### src/rtl/branch_resolve_queue_if.sv
// branch_resolve_queue_if
//   Groups the fetch-side push port, the execute-side resolve port, the
//   predictor training outputs and the redirect outputs of the branch
//   resolve queue.
//   slave  : used by the queue itself
//   master : used by whatever drives the queue (fetch/execute model, bench)
interface branch_resolve_queue_if #(
    parameter int W_BRID = 2,
    parameter int W_ADDR = 32,
    parameter int W_PTR  = 2
);
    // fetch push side
    logic              push_v_i;
    logic [W_BRID-1:0] push_id_i;
    logic [W_ADDR-1:0] push_alt_pc_i;
    // occupancy status
    logic              full_o;
    logic              empty_o;
    logic [W_PTR:0]    count_o;
    // execute resolve side
    logic              res_v_i;
    logic              res_taken_i;
    logic              flush_i;
    // predictor training
    logic              upd_v_o;
    logic              upd_branch_o;
    logic [W_BRID-1:0] upd_id_o;
    // redirect to fetch
    logic              mispred_o;
    logic [W_ADDR-1:0] redirect_pc_o;
    logic              err_o;

    modport slave (
        input  push_v_i, push_id_i, push_alt_pc_i,
        input  res_v_i, res_taken_i, flush_i,
        output full_o, empty_o, count_o,
        output upd_v_o, upd_branch_o, upd_id_o,
        output mispred_o, redirect_pc_o, err_o
    );

    modport master (
        output push_v_i, push_id_i, push_alt_pc_i,
        output res_v_i, res_taken_i, flush_i,
        input  full_o, empty_o, count_o,
        input  upd_v_o, upd_branch_o, upd_id_o,
        input  mispred_o, redirect_pc_o, err_o
    );
endinterface

### src/rtl/branch_resolve_queue.sv
// branch_resolve_queue
//   In-order queue between fetch-stage branch prediction and execute-stage
//   branch resolution. Each entry holds the predictor counter snapshot and
//   the PC of the not-predicted path. Resolution is oldest-first; every
//   accepted resolve trains the predictor one cycle later, and a
//   misprediction additionally raises a one-cycle redirect and empties the
//   queue (everything younger is wrong-path).
// Ports:
//   clk   - rising-edge clock
//   reset - asynchronous active-low reset
//   bus   - branch_resolve_queue_if.slave: push, resolve, flush inputs;
//           occupancy, predictor update, redirect and sticky error outputs
module branch_resolve_queue #(
    parameter int W_BRID = 2,
    parameter int W_ADDR = 32,
    parameter int DEPTH  = 4,
    parameter int W_PTR  = 2
) (
    input  logic                   clk,
    input  logic                   reset,
    branch_resolve_queue_if.slave  bus
);

    logic [W_BRID-1:0] mem_id [DEPTH];
    logic [W_ADDR-1:0] mem_pc [DEPTH];

    logic [W_PTR-1:0]  head;
    logic [W_PTR-1:0]  tail;
    logic [W_PTR:0]    count;

    logic              full;
    logic              empty;
    logic              push_acc;
    logic              res_acc;
    logic              miss;
    logic              err_set;
    logic [W_BRID-1:0] head_id;
    logic [W_ADDR-1:0] head_pc;

    logic [W_PTR-1:0]  head_nxt;
    logic [W_PTR-1:0]  tail_nxt;
    logic [W_PTR:0]    count_nxt;

    logic              upd_v;
    logic              upd_branch;
    logic [W_BRID-1:0] upd_id;
    logic              mispred;
    logic [W_ADDR-1:0] redirect_pc;
    logic              err;

    assign full    = (count == (W_PTR+1)'(DEPTH));
    assign empty   = (count == '0);
    assign head_id = mem_id[head];
    assign head_pc = mem_pc[head];

    // flush overrides both push and resolve in the same cycle
    assign push_acc = bus.push_v_i && !full  && !bus.flush_i;
    assign res_acc  = bus.res_v_i  && !empty && !bus.flush_i;
    assign miss     = res_acc && (bus.res_taken_i ^ head_id[W_BRID-1]);

    // push-while-full is an error even if a pop frees a slot this cycle
    assign err_set  = (bus.push_v_i && full) || (bus.res_v_i && empty);

    always_comb begin
        head_nxt  = head;
        tail_nxt  = tail;
        count_nxt = count;
        if (bus.flush_i || miss) begin
            // a same-cycle push is wrong-path and is dropped with the rest
            head_nxt  = '0;
            tail_nxt  = '0;
            count_nxt = '0;
        end else begin
            if (push_acc) begin
                tail_nxt = tail + W_PTR'(1);
            end
            if (res_acc) begin
                head_nxt = head + W_PTR'(1);
            end
            case ({push_acc, res_acc})
                2'b10:   count_nxt = count + (W_PTR+1)'(1);
                2'b01:   count_nxt = count - (W_PTR+1)'(1);
                default: count_nxt = count;
            endcase
        end
    end

    always_ff @(posedge clk or negedge reset) begin
        if (!reset) begin
            head  <= '0;
            tail  <= '0;
            count <= '0;
        end else begin
            head  <= head_nxt;
            tail  <= tail_nxt;
            count <= count_nxt;
        end
    end

    // entry storage carries no reset; occupancy is tracked by count
    always_ff @(posedge clk) begin
        if (push_acc) begin
            mem_id[tail] <= bus.push_id_i;
            mem_pc[tail] <= bus.push_alt_pc_i;
        end
    end

    always_ff @(posedge clk or negedge reset) begin
        if (!reset) begin
            upd_v       <= 1'b0;
            upd_branch  <= 1'b0;
            upd_id      <= '0;
            mispred     <= 1'b0;
            redirect_pc <= '0;
            err         <= 1'b0;
        end else begin
            upd_v   <= res_acc;
            mispred <= miss;
            err     <= err | err_set;
            if (res_acc) begin
                upd_branch <= bus.res_taken_i;
                upd_id     <= head_id;
            end
            if (miss) begin
                redirect_pc <= head_pc;
            end
        end
    end

    assign bus.full_o        = full;
    assign bus.empty_o       = empty;
    assign bus.count_o       = count;
    assign bus.upd_v_o       = upd_v;
    assign bus.upd_branch_o  = upd_branch;
    assign bus.upd_id_o      = upd_id;
    assign bus.mispred_o     = mispred;
    assign bus.redirect_pc_o = redirect_pc;
    assign bus.err_o         = err;

endmodule

### src/flat_wrapper.sv
// flat-port wrapper written by rule: the top's interface ports become plain ports
module branch_resolve_queue_flat 
#(
    parameter int W_BRID = 2,
    parameter int W_ADDR = 32,
    parameter int DEPTH  = 4,
    parameter int W_PTR  = 2
)
  (clk, reset, bus_push_v_i, bus_push_id_i, bus_push_alt_pc_i, bus_res_v_i, bus_res_taken_i, bus_flush_i, bus_full_o, bus_empty_o, bus_count_o, bus_upd_v_o, bus_upd_branch_o, bus_upd_id_o, bus_mispred_o, bus_redirect_pc_o, bus_err_o);
  branch_resolve_queue_if #(.W_BRID(W_BRID), .W_ADDR(W_ADDR), .W_PTR(W_PTR)) bus_i ();
  input  logic clk;
  input  logic reset;
  input wire logic [$bits(bus_i.push_v_i)-1:0] bus_push_v_i;
  input wire logic [$bits(bus_i.push_id_i)-1:0] bus_push_id_i;
  input wire logic [$bits(bus_i.push_alt_pc_i)-1:0] bus_push_alt_pc_i;
  input wire logic [$bits(bus_i.res_v_i)-1:0] bus_res_v_i;
  input wire logic [$bits(bus_i.res_taken_i)-1:0] bus_res_taken_i;
  input wire logic [$bits(bus_i.flush_i)-1:0] bus_flush_i;
  output wire logic [$bits(bus_i.full_o)-1:0] bus_full_o;
  output wire logic [$bits(bus_i.empty_o)-1:0] bus_empty_o;
  output wire logic [$bits(bus_i.count_o)-1:0] bus_count_o;
  output wire logic [$bits(bus_i.upd_v_o)-1:0] bus_upd_v_o;
  output wire logic [$bits(bus_i.upd_branch_o)-1:0] bus_upd_branch_o;
  output wire logic [$bits(bus_i.upd_id_o)-1:0] bus_upd_id_o;
  output wire logic [$bits(bus_i.mispred_o)-1:0] bus_mispred_o;
  output wire logic [$bits(bus_i.redirect_pc_o)-1:0] bus_redirect_pc_o;
  output wire logic [$bits(bus_i.err_o)-1:0] bus_err_o;
  assign bus_i.push_v_i = bus_push_v_i;
  assign bus_i.push_id_i = bus_push_id_i;
  assign bus_i.push_alt_pc_i = bus_push_alt_pc_i;
  assign bus_i.res_v_i = bus_res_v_i;
  assign bus_i.res_taken_i = bus_res_taken_i;
  assign bus_i.flush_i = bus_flush_i;
  assign bus_full_o = bus_i.full_o;
  assign bus_empty_o = bus_i.empty_o;
  assign bus_count_o = bus_i.count_o;
  assign bus_upd_v_o = bus_i.upd_v_o;
  assign bus_upd_branch_o = bus_i.upd_branch_o;
  assign bus_upd_id_o = bus_i.upd_id_o;
  assign bus_mispred_o = bus_i.mispred_o;
  assign bus_redirect_pc_o = bus_i.redirect_pc_o;
  assign bus_err_o = bus_i.err_o;
  branch_resolve_queue #(.W_BRID(W_BRID), .W_ADDR(W_ADDR), .DEPTH(DEPTH), .W_PTR(W_PTR)) u_core (.clk(clk), .reset(reset), .bus(bus_i));
endmodule
### config.mk
export PLATFORM = sky130hd
export DESIGN_NAME = branch_resolve_queue_flat
export DESIGN_NICKNAME = d
export VERILOG_FILES = /design/src/rtl/branch_resolve_queue_if.sv /design/src/rtl/branch_resolve_queue.sv /design/src/flat_wrapper.sv
export SDC_FILE = /design/constraint.sdc
export NUM_CORES = 1
export LEC_CHECK = 0
export CAP_MARGIN = 20
export CORE_AREA = 2 2 125 151
export CTS_CLUSTER_DIAMETER = 40
export CTS_CLUSTER_SIZE = 40
export DETAILED_ROUTE_END_ITERATION = 8
export DIE_AREA = 0 0 127 153
export PLACE_DENSITY = 0.56
export SLEW_MARGIN = 20
export SYNTH_ARGS = -nofsm -noshare
export SYNTH_HDL_FRONTEND = slang
export SYNTH_SLANG_ARGS = --single-unit
### constraint.sdc
create_clock -name clk -period 4.1 [get_ports clk]
set_clock_uncertainty 0.1 [all_clocks]
set_input_delay 0.82 -clock clk [delete_from_list [all_inputs] [get_ports clk]]
set_output_delay 0.82 -clock clk [all_outputs]
set_load 0.05 [all_outputs]
After elaboration in Yosys (flattened, before gate mapping)
Memory sizes are Yosys's and may differ from the RTL's. A register that Yosys moved wholly into a read port is not among the register bits.
Cells that the tools add are included.

word-level totals
  flip-flop bits (word level) = 13
  RAM bits = 136
  bits of input ports = 40
  output and inout bits = 43
  memories = 2

operators by class
  $add $sub $neg = 4
  eq/ne operators = 3
  multiplexer cells = 8
  bitwise logic cells = 2
  reductions and logical operators = 17

memories
  memory         depth  bits a word  read ports  clocked after Yosys merged registers in  wr ports  line                        RTL
  u_core.mem_pc  4      32           1           1                                        1         branch_resolve_queue.sv:25  logic [W_ADDR-1:0] mem_pc [DEPTH];
  u_core.mem_id  4      2            1           0                                        1         branch_resolve_queue.sv:24  logic [W_BRID-1:0] mem_id [DEPTH];

operator list
  kind                                                                    number
  2-bit 2-to-1 mux                                                        4
  1-bit logical AND                                                       7
  3-bit case mux with 2 select lines                                      1
  2-bit by 1-bit adder with 2-bit output (second input constant)          2
  1-bit zero test                                                         4
  2-bit nonzero test                                                      2
  3-bit by 1-bit adder with 3-bit output (second input constant)          1
  3-bit equality test (second input constant)                             1
  3-bit zero test                                                         1
  3-bit 2-to-1 mux                                                        1
  3-bit nonzero test                                                      1
  3-bit by 1-bit subtractor with 3-bit output (second input constant)     1
  2-bit by 1-bit equality test with 1-bit output (second input constant)  1
  2-bit equality test (second input constant)                             1
  1-bit logical OR                                                        2
  1-bit 2-to-1 mux                                                        2
  1-bit OR                                                                1
  1-bit XOR                                                               1

Longest topological paths before layout
Gate-level depths: netlist of run 1.

  depth after elaboration = 7
  mapped depth = 10
  gate-level depth less buffers = 8

Worst setup path after synthesis of run 1
OpenSTA, ideal clock, no wires.

  path kind = register -> register
  from = register u_core.count[2] (netlist: u_core.bus.count_o[2])
  to = memory u_core.mem_id[0][0], enable pin
  library setup time = 0.415 ns
  data arrival time = 2.987 ns
  required time = 3.585 ns
  setup slack = 0.598 ns
  cell stages (with the launch flop) = 6
  buffers on the path = 1
  cells stage by stage = dfrtp_1 buf_2 nor3b_1 nand2b_1 nor2_1 and2_1

between the ends
  cells in the longest elaborated chain, start to end = 6

ends and longest elaborated chain
  what                                    line                         RTL
  start: declaration                      branch_resolve_queue.sv:29   logic [W_PTR:0] count;
  start signal: assignment                branch_resolve_queue.sv:96   count <= count_nxt;
  3-bit equality test                     branch_resolve_queue.sv:51   assign full = (count == (W_PTR+1)'(DEPTH));
  via bus_full_o                          flat_wrapper.sv:19           output wire logic [$bits(bus_i.full_o)-1:0] bus_full_o;
  1-bit zero test                         branch_resolve_queue.sv:57   assign push_acc = bus.push_v_i && !full && !bus.flush_i;
  1-bit logical AND (2 in series)         branch_resolve_queue.sv:57
  1-bit 2-to-1 mux                        branch_resolve_queue.sv:102  if (push_acc) begin
  1-bit 2-to-1 mux (not written as such)  branch_resolve_queue.sv:103  mem_id[tail] <= bus.push_id_i;
  end: declaration                        branch_resolve_queue.sv:24

The timed path passes the listed nets, and every way through them passes these cells.

Worst setup path after layout of run 1
  from = register u_core.count[0] (netlist: u_core.bus.count_o[0])
  to = output bus_empty_o

between the ends
  cells in the longest elaborated chain, start to end = 1

ends and longest elaborated chain
  what              line                        RTL
  3-bit zero test   branch_resolve_queue.sv:52  assign empty = (count == '0);
  end: declaration  flat_wrapper.sv:20          output wire logic [$bits(bus_i.empty_o)-1:0] bus_empty_o;

No other way between the ends.

==> metrics.cfg, run 1 <==
[worst_setup_path]
endpoint_kind = primary output
timing.rr.start = u_core.bus.count_o[0]
crit_type = reg2out
cp_data_required_time_ns = 3.18
worstPathMaxFanout = 9
worst_ep_arrival_time_ns = 2.22
worst_setup_path_start_kind = flip-flop
startpoint = u_core.bus.count_o[0]

[placed_design]
placed_area_sq_mm = 0.00811
place.gp.congestion = 0.748
hpwl_microns = 7490
port_buffers = 82
post-place-cells = 618

[synthesis]
synth.avg_cell_area_sq_um = 21.9
ys_types = 39
syn-instance-count = 321
synth_top_flop_cell = edfxtp_1
yosysWarnings = 0
synth_edf_count = 136
seq_area_frac_synth_pct = 74.1
netlist_area_sq_mm = 0.00703
synth_seq_cells = 181
syn_nets = 366
ys_async_sr_fraction_pct = 24.9

[power_and_ir_drop]
power_density_mw_per_mm2 = 614
pwr-share-clk_pct = 29.1
vdd_drop_max_v = 0.000284
comb_power_share_pct = 27.3
p_seq_share_pct = 43.6
p_total_mw = 5.33
switching_share_pct = 30.9
switchingPower_mw = 1.65
p_leak_nw = 3.02
internal-power_mw = 3.68

[global_routing]
met1_usage_pct = 18.0
grt_max_degree = 38
grt_pass1_vias = 3636
met3_usage_pct = 3.61
track_usage_pct = 14.1
grt_first_pass_wirelength_microns = 20300
top_usage_layer = met2
gr-usage-met2_pct = 22.8
antenna_found_initial = 2
grt_overflow = 0

[route]
ant_nets = 0
drt_iter0_drc = 144
wirelength_microns = 12900
dr.pass1.iters = 4
vias = 3250
via_per_inst = 4.99
route.detailed.drc = 0
wl_per_cell_microns = 19.8

[timing]
slew_headroom_pct = 47.8
min_period_over_period_pct = 76.5
min_period_ns = 3.14
fmax_mhz = 319
hold_slack_ns = 0.237
setup_viol = 0
rsz0062_at_grt = false
slew_violations = 0
fin_tns_setup_ns = 0
tightestPinTransition_ns = 0.783
hold_viol_final = 0

[clocking]
numCtsBuffers = 17
post_cts_buffers = 0
cts_tree = yes
cts-root-buf = clkbuf_16
htree_levels = 4
clk_pin_slew_worst_paths_ns = 0.06
ctsResizeCount = 0
cts_hold_buf = 0
clk_latency_ns = 0.42
clk_path_buf_depth = 2
cts.sinks = 181

[final_layout]
fillCellCount = 1511
drive_above_1_share_pct = 27.9
nets = 458
fin_cells = 651
final_cell_area_sq_mm = 0.00868
area_delta_synth_final_pct = 23.5

[floorplanning]
rows = 54
core-area_sq_mm = 0.0180
boundaryPins = 83
initial_core_util_pct = 39.1
die_h_microns = 153
die_w_microns = 127
fp.dieArea_sq_mm = 0.0194

[status]
status = finished, final reports clean

[run]
drv_cap = 0

[worst_hold_path]
hold_path.class = in2async

==> path summary, 6_finish.rpt <==
kind                       cells after the start                           to  slack [ns]
max                                            3                  bus_empty_o        0.96
min                                            1  u_core.bus.redirect_pc_o[7]        0.24
max reg2reg                                    8        u_core.bus.count_o[2]        1.30
min reg2reg                                    1             u_core.bus.err_o        0.41
max in group asynchronous                      2               u_core.head[0]        2.82
min in group clk                               1             u_core.bus.err_o        0.41
==> worst max-delay path: stages (launching register included) <==
cell and delay, ns:
dfrtp_1 0.49, or3_4 0.46, inv_1 0.06, clkdlybuf4s50_1 0.79
==> per-layer routing <==
layer  vias to the layer above  part of all wire [%]
li1                       1463                     -
met1                      1698                    44
met2                        75                    51
met3                        14                   3.1
met4                         0                   2.0
met5                         -                     0
==> power by group through the flow <==
stage               logic, mW  clock network (mW)  registers (mW)
floorplan               0.396                   0            2.92
CTS                      1.47                1.59            2.33
finish                   1.46                1.55            2.32
detailed placement       1.47                   0            2.36
global route             1.52                1.66            2.35
global placement         1.46                   0            2.36
==> state kept, by name (all words and copies together), names as in the netlist, 2 cells and up <==
| name | flops |
|---|---|
| u_core.bus.count_o | 3 |
| u_core.bus.redirect_pc_o | 32 |
| u_core.bus.upd_id_o | 2 |
| u_core.head | 2 |
| u_core.mem_id | 8 |
| u_core.mem_pc | 128 |
| u_core.tail | 2 |
==> cells in the mapped netlist, types with 2 or more instances <==
cell type  number  share of area, %
nor3_1          5              0.36
buf_12          3              0.85
ha_1            4              0.71
o21ai_0         3              0.21
buf_6           3              0.48
o21bai_1        2              0.21
buf_1           2              0.11
nor2b_1         2              0.18
mux4_2         34                11
mux2_4         32               6.8
edfxtp_1      136                58
buf_2           4              0.28
mux2i_1         4              0.57
nor2_1          2              0.11
a211oi_1        2              0.21
clkbuf_1        6              0.32
inv_1           3              0.16
xnor2_1         2              0.25
xor2_1          2              0.25
and2_1          5              0.44
mux2_2          3              0.48
dfrtp_1        45                16
==> per-stage QoR <==
step / utilization (%) / worst slack [ns]
global placement: 45.1 / 0.885
detailed placement: 45.1 / 0.818
CTS: 48.3 / 0.935
global route: 48.3 / 0.879
floorplan: - / 0.598
finish: 48.3 / 0.962
==> layout make-up <==
class                   instances  area (sq um)  share of cell area, %
diodes                          1          2.50                 0.0288
clock buffers                  21           470                   5.42
repair buffers                 91           933                   10.8
clock inverters                11          98.8                   1.14
flip-flops and latches        181          5210                   60.1
multi-input cells             119          1670                   19.2
inverters                       3          11.3                  0.130
well taps                     224           280                   3.23
==> logic make-up after synthesis <==
group | after synthesis | share of synthesized area (%)
flops | 181 | 74.1
simple gates | 25 | 2.19
xor+xnor | 4 | 0.498
mux | 73 | 18.8
fa+ha+maj | 5 | 0.997
buf+inv | 21 | 2.21
compound gates | 12 | 1.21
==> placed cells by master (no fill, tap or decap), types with 3 or more instances in the layout <==
master	instances
mux2i_1	4
buf_4	5
mux4_2	34
and2_2	4
clkbuf_16	17
ha_1	4
inv_1	3
mux2_2	3
edfxtp_1	136
clkbuf_8	3
mux2_4	32
buf_12	4
clkdlybuf4s50_1	81
o21ai_0	3
clkinv_2	3
dfrtp_1	43
nor3_1	5
(Power assumes the default switching activity.)
==> inputs of run 2 (changes only) <==
clock period = 3.2 ns   (was 4.1 ns; I/O delays follow)
==> run 2 against run 1 <==
Sequential power is 28% higher. Hold slack better by 0.15 ns. Sequential share of layout area fell by 0.73 points. Clock power up 32%. Clock-buffer cell count is 2 higher. Worst setup slack worse by 0.72 ns. Cell area increased by 1.2%. Highest routed layer is now met5. Via count is 1.8% higher. Final cell count is 0.77% higher. Critical path depth unchanged.
==> metrics.cfg, run 2 (same netlist as run 1, synthesis figures left out) <==
[final_layout]
nets = 464  ; +1.3%
largest_reg_flops = 128  ; unchanged
final_cell_mix = 136 x edfxtp_1, 81 x clkdlybuf4s50_1, 43 x dfrtp_1
largest-register = u_core.mem_pc
final_common_cell = edfxtp_1
area_delta_synth_final_pct = 25.0
drive_above_1_share_pct = 28.7  ; +0.77 points
diodes = 0  ; -1
fillCellCount = 1513  ; +0.13%

[floorplanning]
initial_core_util_pct = 39.1  ; unchanged
core-area_sq_mm = 0.0180  ; unchanged
boundaryPins = 83  ; unchanged
fp.dieArea_sq_mm = 0.0194  ; unchanged
die_h_microns = 153  ; unchanged
rows = 54  ; unchanged
die_w_microns = 127  ; unchanged

[run]
drv_cap = 0  ; unchanged

[worst_setup_path]
slowest_stage = clkdlybuf4s50_1
crit_chain = or3_4 > inv_1 > clkdlybuf4s50_1
critPathMaxStageDelay_ns = 0.79  ; about the same
worst_setup_path_start_kind = flip-flop
crit_type = reg2out
cp_num_buf_inv = 2  ; unchanged
cp_data_required_time_ns = 2.46  ; -0.72 ns
worst_ep_arrival_time_ns = 2.22  ; about the same
worstPathMaxFanout = 9  ; unchanged
endpoint_kind = primary output
critical-path-top-delay-family = buffers and inverters

[route]
dr.pass1.iters = 4  ; unchanged
route.detailed.drc = 0  ; unchanged
ant_nets = 0  ; unchanged
wl_per_cell_microns = 19.8  ; about the same
via_per_inst = 5.05  ; +1.1%
vias = 3310  ; +1.8%
wirelength_microns = 13000  ; +0.77%
drt_iter0_drc = 154  ; +6.9%

[clocking]
numCtsBuffers = 17  ; unchanged
htree_levels = 4  ; unchanged
cts-root-buf = clkbuf_16
cts_tree = yes
post_cts_buffers = 0  ; unchanged
clk_pin_slew_worst_paths_ns = 0.06  ; about the same
clk_latency_ns = 0.42  ; about the same
cts.sinks = 181  ; unchanged
clk_path_buf_depth = 2  ; unchanged

[timing]
slew_headroom_pct = 51.5  ; +3.7 points
fin_tns_setup_ns = 0  ; unchanged
tightestPinTransition_ns = 0.727  ; -0.0556 ns
hold_viol_final = 0  ; unchanged
rsz0062_at_grt = false
setup_viol = 0  ; unchanged
setup_slack_ns = 0.242  ; -0.720 ns
fmax_mhz = 338
slew_violations = 0  ; unchanged
min_period_over_period_pct = 92.4
min_period_ns = 2.96

[placed_design]
place.gp.congestion = 0.733  ; -2.0%
port_buffers = 82  ; unchanged
hpwl_microns = 7430  ; -0.83%
place_ws_ns = 0.363  ; -0.456 ns

[power_and_ir_drop]
p_leak_nw = 3.07  ; +1.6%
power_density_mw_per_mm2 = 786  ; +28%
p_total_mw = 6.91  ; +30%
vdd_drop_max_v = 0.000344  ; +21%

[global_routing]
grt_max_degree = 37  ; -2.6%
track_usage_pct = 14.4  ; +0.30 points
grt_overflow = 0  ; unchanged
grt_pass1_vias = 3621  ; -0.41%
antenna_found_initial = 1  ; -1
grt_first_pass_wirelength_microns = 20500  ; +1.4%

[status]
status = finished, final reports clean

[worst_hold_path]
hold_path.class = reg2reg

-- run 2: cell types whose count changed in the layout (fill, tap and decap cells not counted) --
cell / before / now
diode_2: 1 / 0
buf_4: 5 / 8
clkbuf_8: 3 / 2
clkbuf_1: 1 / 2
dlygate4sd3_1: 0 / 1
buf_12: 4 / 6
clkbuf_16: 17 / 19
inv_4: 2 / 0
clkinv_4: 2 / 3
nor3b_2: 0 / 1
nor3b_1: 1 / 0
clkinv_2: 3 / 2
-- run 2: where the power goes --
group	switching (mW)	internal [mW]	total [mW]
Combinational	1.09	0.782	1.87
Sequential	0.172	2.81	2.98
Clock	0.843	1.21	2.05
-- run 2: layout make-up --
cell class	instances	area (sq um)	share of cell area, %
clock buffer	23	510	5.81
clock inverter	9	90.1	1.03
inverter	3	11.3	0.128
multi-input combinational	119	1670	19.1
sequential	181	5210	59.3
tap	224	280	3.19
timing repair buffer	97	1010	11.5
-- run 2: final timing paths --
check                                       from                     endpoint  slack (ns)  cells past startpoint
hold reg to reg                 u_core.bus.err_o             u_core.bus.err_o        0.39                      1
min in group asynchronous                  reset  u_core.bus.redirect_pc_o[5]        0.49                      2
setup reg to reg           u_core.bus.count_o[0]        u_core.bus.count_o[2]        0.56                      8
hold / removal                  u_core.bus.err_o             u_core.bus.err_o        0.39                      1
max in group asynchronous                  reset               u_core.head[0]        1.91                      3
setup / recovery           u_core.bus.count_o[0]                  bus_empty_o        0.24                      3
-- run 2: per-stage QoR --
step	cells	hold slack (ns)	util (%)	instance area (sq um)
2_1_floorplan	321	0.244	-	7030
3_3_place_gp	623	0.376	45.5	8170
3_5_place_dp	623	0.377	45.5	8170
4_1_cts	656	0.395	48.9	8780
5_1_grt	656	0.417	48.9	8780
6_report	656	0.391	48.9	8780
-- run 2: what timing repair did --
item | in CTS | in global routing
resized for setup | 0 | 0
hold endpoints to repair | 4 | 0
hold buffers | 1 | 0
-- run 2: routing by layer --
layer	track usage [%]	wire length [microns]	vias up
met5	0	13	-
met4	5.49	204	2
met3	3.64	386	15
met2	24.8	7060	59
met1	17.5	5360	1757
li1	-	-	1477
==> inputs of run 3 (changes only) <==
PLACE_DENSITY = 0.65   (was 0.56)
==> run 3 against run 2 <==
First-iteration DRC count rose by 4.5%. Global-route usage fell by 0.19 points. Largest power group unchanged. Highest routed layer is now met4. Non-clock buffer count fell by 2. Cell area fell by 0.34%. Flip-flop and latch count did not move. Critical path depth did not move.
==> metrics.cfg, run 3 (same netlist as run 1, synthesis figures left out) <==
[route]
route.detailed.drc = 0  ; unchanged
via_per_inst = 4.99  ; -1.1%
dr.pass1.iters = 4  ; unchanged
wl_met2_microns = 6730  ; -4.7%
ant_nets = 0  ; unchanged
drt-met1-wl_microns = 5450  ; +1.8%
drt_iter0_drc = 161  ; +4.5%
wl_per_cell_microns = 19.7  ; -0.83%
wirelength_microns = 12900  ; -1.1%
highest_layer = met4
wl_met3_microns = 457  ; +18%
vias = 3265  ; -1.4%

[final_layout]
largest_reg_flops = 128  ; unchanged
final_common_cell = edfxtp_1
area_delta_synth_final_pct = 24.5
nets = 462  ; -0.43%
diodes = 0  ; unchanged
largest-register = u_core.mem_pc
final_cell_mix = 136 x edfxtp_1, 81 x clkdlybuf4s50_1, 43 x dfrtp_1
drive_above_1_share_pct = 28.6  ; -0.099 points
final_cell_area_sq_mm = 0.00875  ; -0.34%

[clocking]
ctsResizeCount = 0  ; unchanged
clk_latency_ns = 0.43  ; about the same
cts-root-buf = clkbuf_16
numCtsBuffers = 17  ; unchanged
cts_hold_buf = 0  ; -1
cts_tree = yes
clk_pin_slew_worst_paths_ns = 0.07  ; about the same
cts.sinks = 181  ; unchanged
clk_path_buf_depth = 2  ; unchanged
post_cts_buffers = 0  ; unchanged
htree_levels = 4  ; unchanged

[floorplanning]
rows = 54  ; unchanged
fp.dieArea_sq_mm = 0.0194  ; unchanged
die_w_microns = 127  ; unchanged
initial_core_util_pct = 39.1  ; unchanged
core-area_sq_mm = 0.0180  ; unchanged
boundaryPins = 83  ; unchanged
die_h_microns = 153  ; unchanged

[run]
drv_cap = 0  ; unchanged

[power_and_ir_drop]
p_total_mw = 6.95  ; +0.65%
vdd_drop_max_v = 0.000516  ; +50%
power_density_mw_per_mm2 = 794  ; +1.0%
switching_share_pct = 30.5  ; about the same
pwr-share-clk_pct = 30.3  ; +0.6 points
p_leak_nw = 3.05  ; -0.50%
comb_power_share_pct = 26.9  ; -0.2 points
internal-power_mw = 4.83  ; +0.65%
switchingPower_mw = 2.12  ; +0.66%
p_seq_share_pct = 42.8  ; -0.4 points

[worst_setup_path]
regToRegSetupSlack_ns = 0.52  ; -0.04 ns
crit_type = reg2out
critPathMaxStageDelay_ns = 0.79  ; about the same
cp_data_required_time_ns = 2.46  ; about the same
endpoint_kind = primary output
critical-path-top-delay-family = buffers and inverters
crit_chain = or3_4 > inv_1 > clkdlybuf4s50_1
slowest_stage = clkdlybuf4s50_1
cp_num_buf_inv = 2  ; unchanged
worstPathMaxFanout = 9  ; unchanged
ff2ff_path_depth = 8  ; unchanged
worst_setup_path_start_kind = flip-flop
timing.rr.start = u_core.bus.count_o[0]
r2r-end = u_core.bus.count_o[2]
worst_ep_arrival_time_ns = 2.23  ; about the same

[timing]
slew_headroom_pct = 47.6  ; -3.9 points
fin_tns_setup_ns = 0  ; unchanged
setup_viol = 0  ; unchanged
hold_slack_ns = 0.191  ; -0.200 ns
setup_slack_ns = 0.229  ; -0.0130 ns
min_period_ns = 2.97  ; +0.0130 ns
min_period_over_period_pct = 92.8  ; +0.41 points
tightestPinTransition_ns = 0.785  ; +0.0580 ns
fmax_mhz = 337  ; -0.44%
rsz0062_at_grt = false
slew_violations = 0  ; unchanged
hold_viol_final = 0  ; unchanged

[global_routing]
grt_pass1_vias = 3580  ; -1.1%
grt_first_pass_wirelength_microns = 20500  ; -0.44%
grt_overflow = 0  ; unchanged
grt_max_degree = 37  ; unchanged
antenna_found_initial = 0  ; -1
track_usage_pct = 14.2  ; -0.19 points

[placed_design]
placed_area_sq_mm = 0.00815  ; -0.24%
place.gp.congestion = 0.734  ; +0.14%
port_buffers = 82  ; unchanged
place_ws_ns = 0.329  ; -0.0335 ns
hpwl_microns = 7600  ; +2.4%

[status]
status = finished, final reports clean

[worst_hold_path]
hold_path.class = in2async

==> run 3: cell types whose count changed in the layout (fill, tap and decap cells not counted), sizes merged <==
cell / previous run / this run
clkinv: 5 / 7
clkinvlp: 2 / 3
bufinv: 1 / 3
inv: 4 / 3
buf: 15 / 14
dlygate4sd3: 1 / 0
clkbuf: 23 / 19
==> run 3: through the flow <==
step	instances	util (%)
after floorplan	321	-
after CTS	654	48.7
after detailed placement	622	45.4
after global placement	622	45.4
after global routing	654	48.7
final	654	48.7
==> run 3: worst max-delay path by stage <==
stage,from,end,cells after the start
detailed placement,bus_push_v_i,u_core.bus.count_o[2],8
finish,u_core.bus.count_o[0],bus_empty_o,3
floorplan,u_core.bus.count_o[2],u_core.mem_id[0][0],5
global placement,bus_push_v_i,u_core.bus.count_o[2],8
CTS,u_core.bus.count_o[0],bus_empty_o,3
global route,u_core.bus.count_o[0],bus_empty_o,3
==> run 3: layer usage <==
layer / vias to the layer above / track usage, %
met2: 72 / 24.0
met3: 18 / 3.57
met5: - / 0
li1: 1473 / -
met4: 0 / 5.97
met1: 1702 / 17.4
==> run 3: area by class of cell <==
cell class	count	area, sq um
flip-flops and latches	181	5210
repair buffers	95	976
clock buffers	19	443
clock inverters	13	158
multi-input cells	119	1670
fillers	1451	9220
well taps	224	280
inverters	3	11.3
==> run 3: power groups by stage <==
stage	clock [mW]	sequential, mW	combinational (mW)
2_1_floorplan	0	3.74	0.508
3_3_place_gp	0	3.02	1.87
3_5_place_dp	0	3.02	1.89
4_1_cts	2.16	2.98	1.90
5_1_grt	2.25	3.01	1.95
6_report	2.11	2.98	1.87
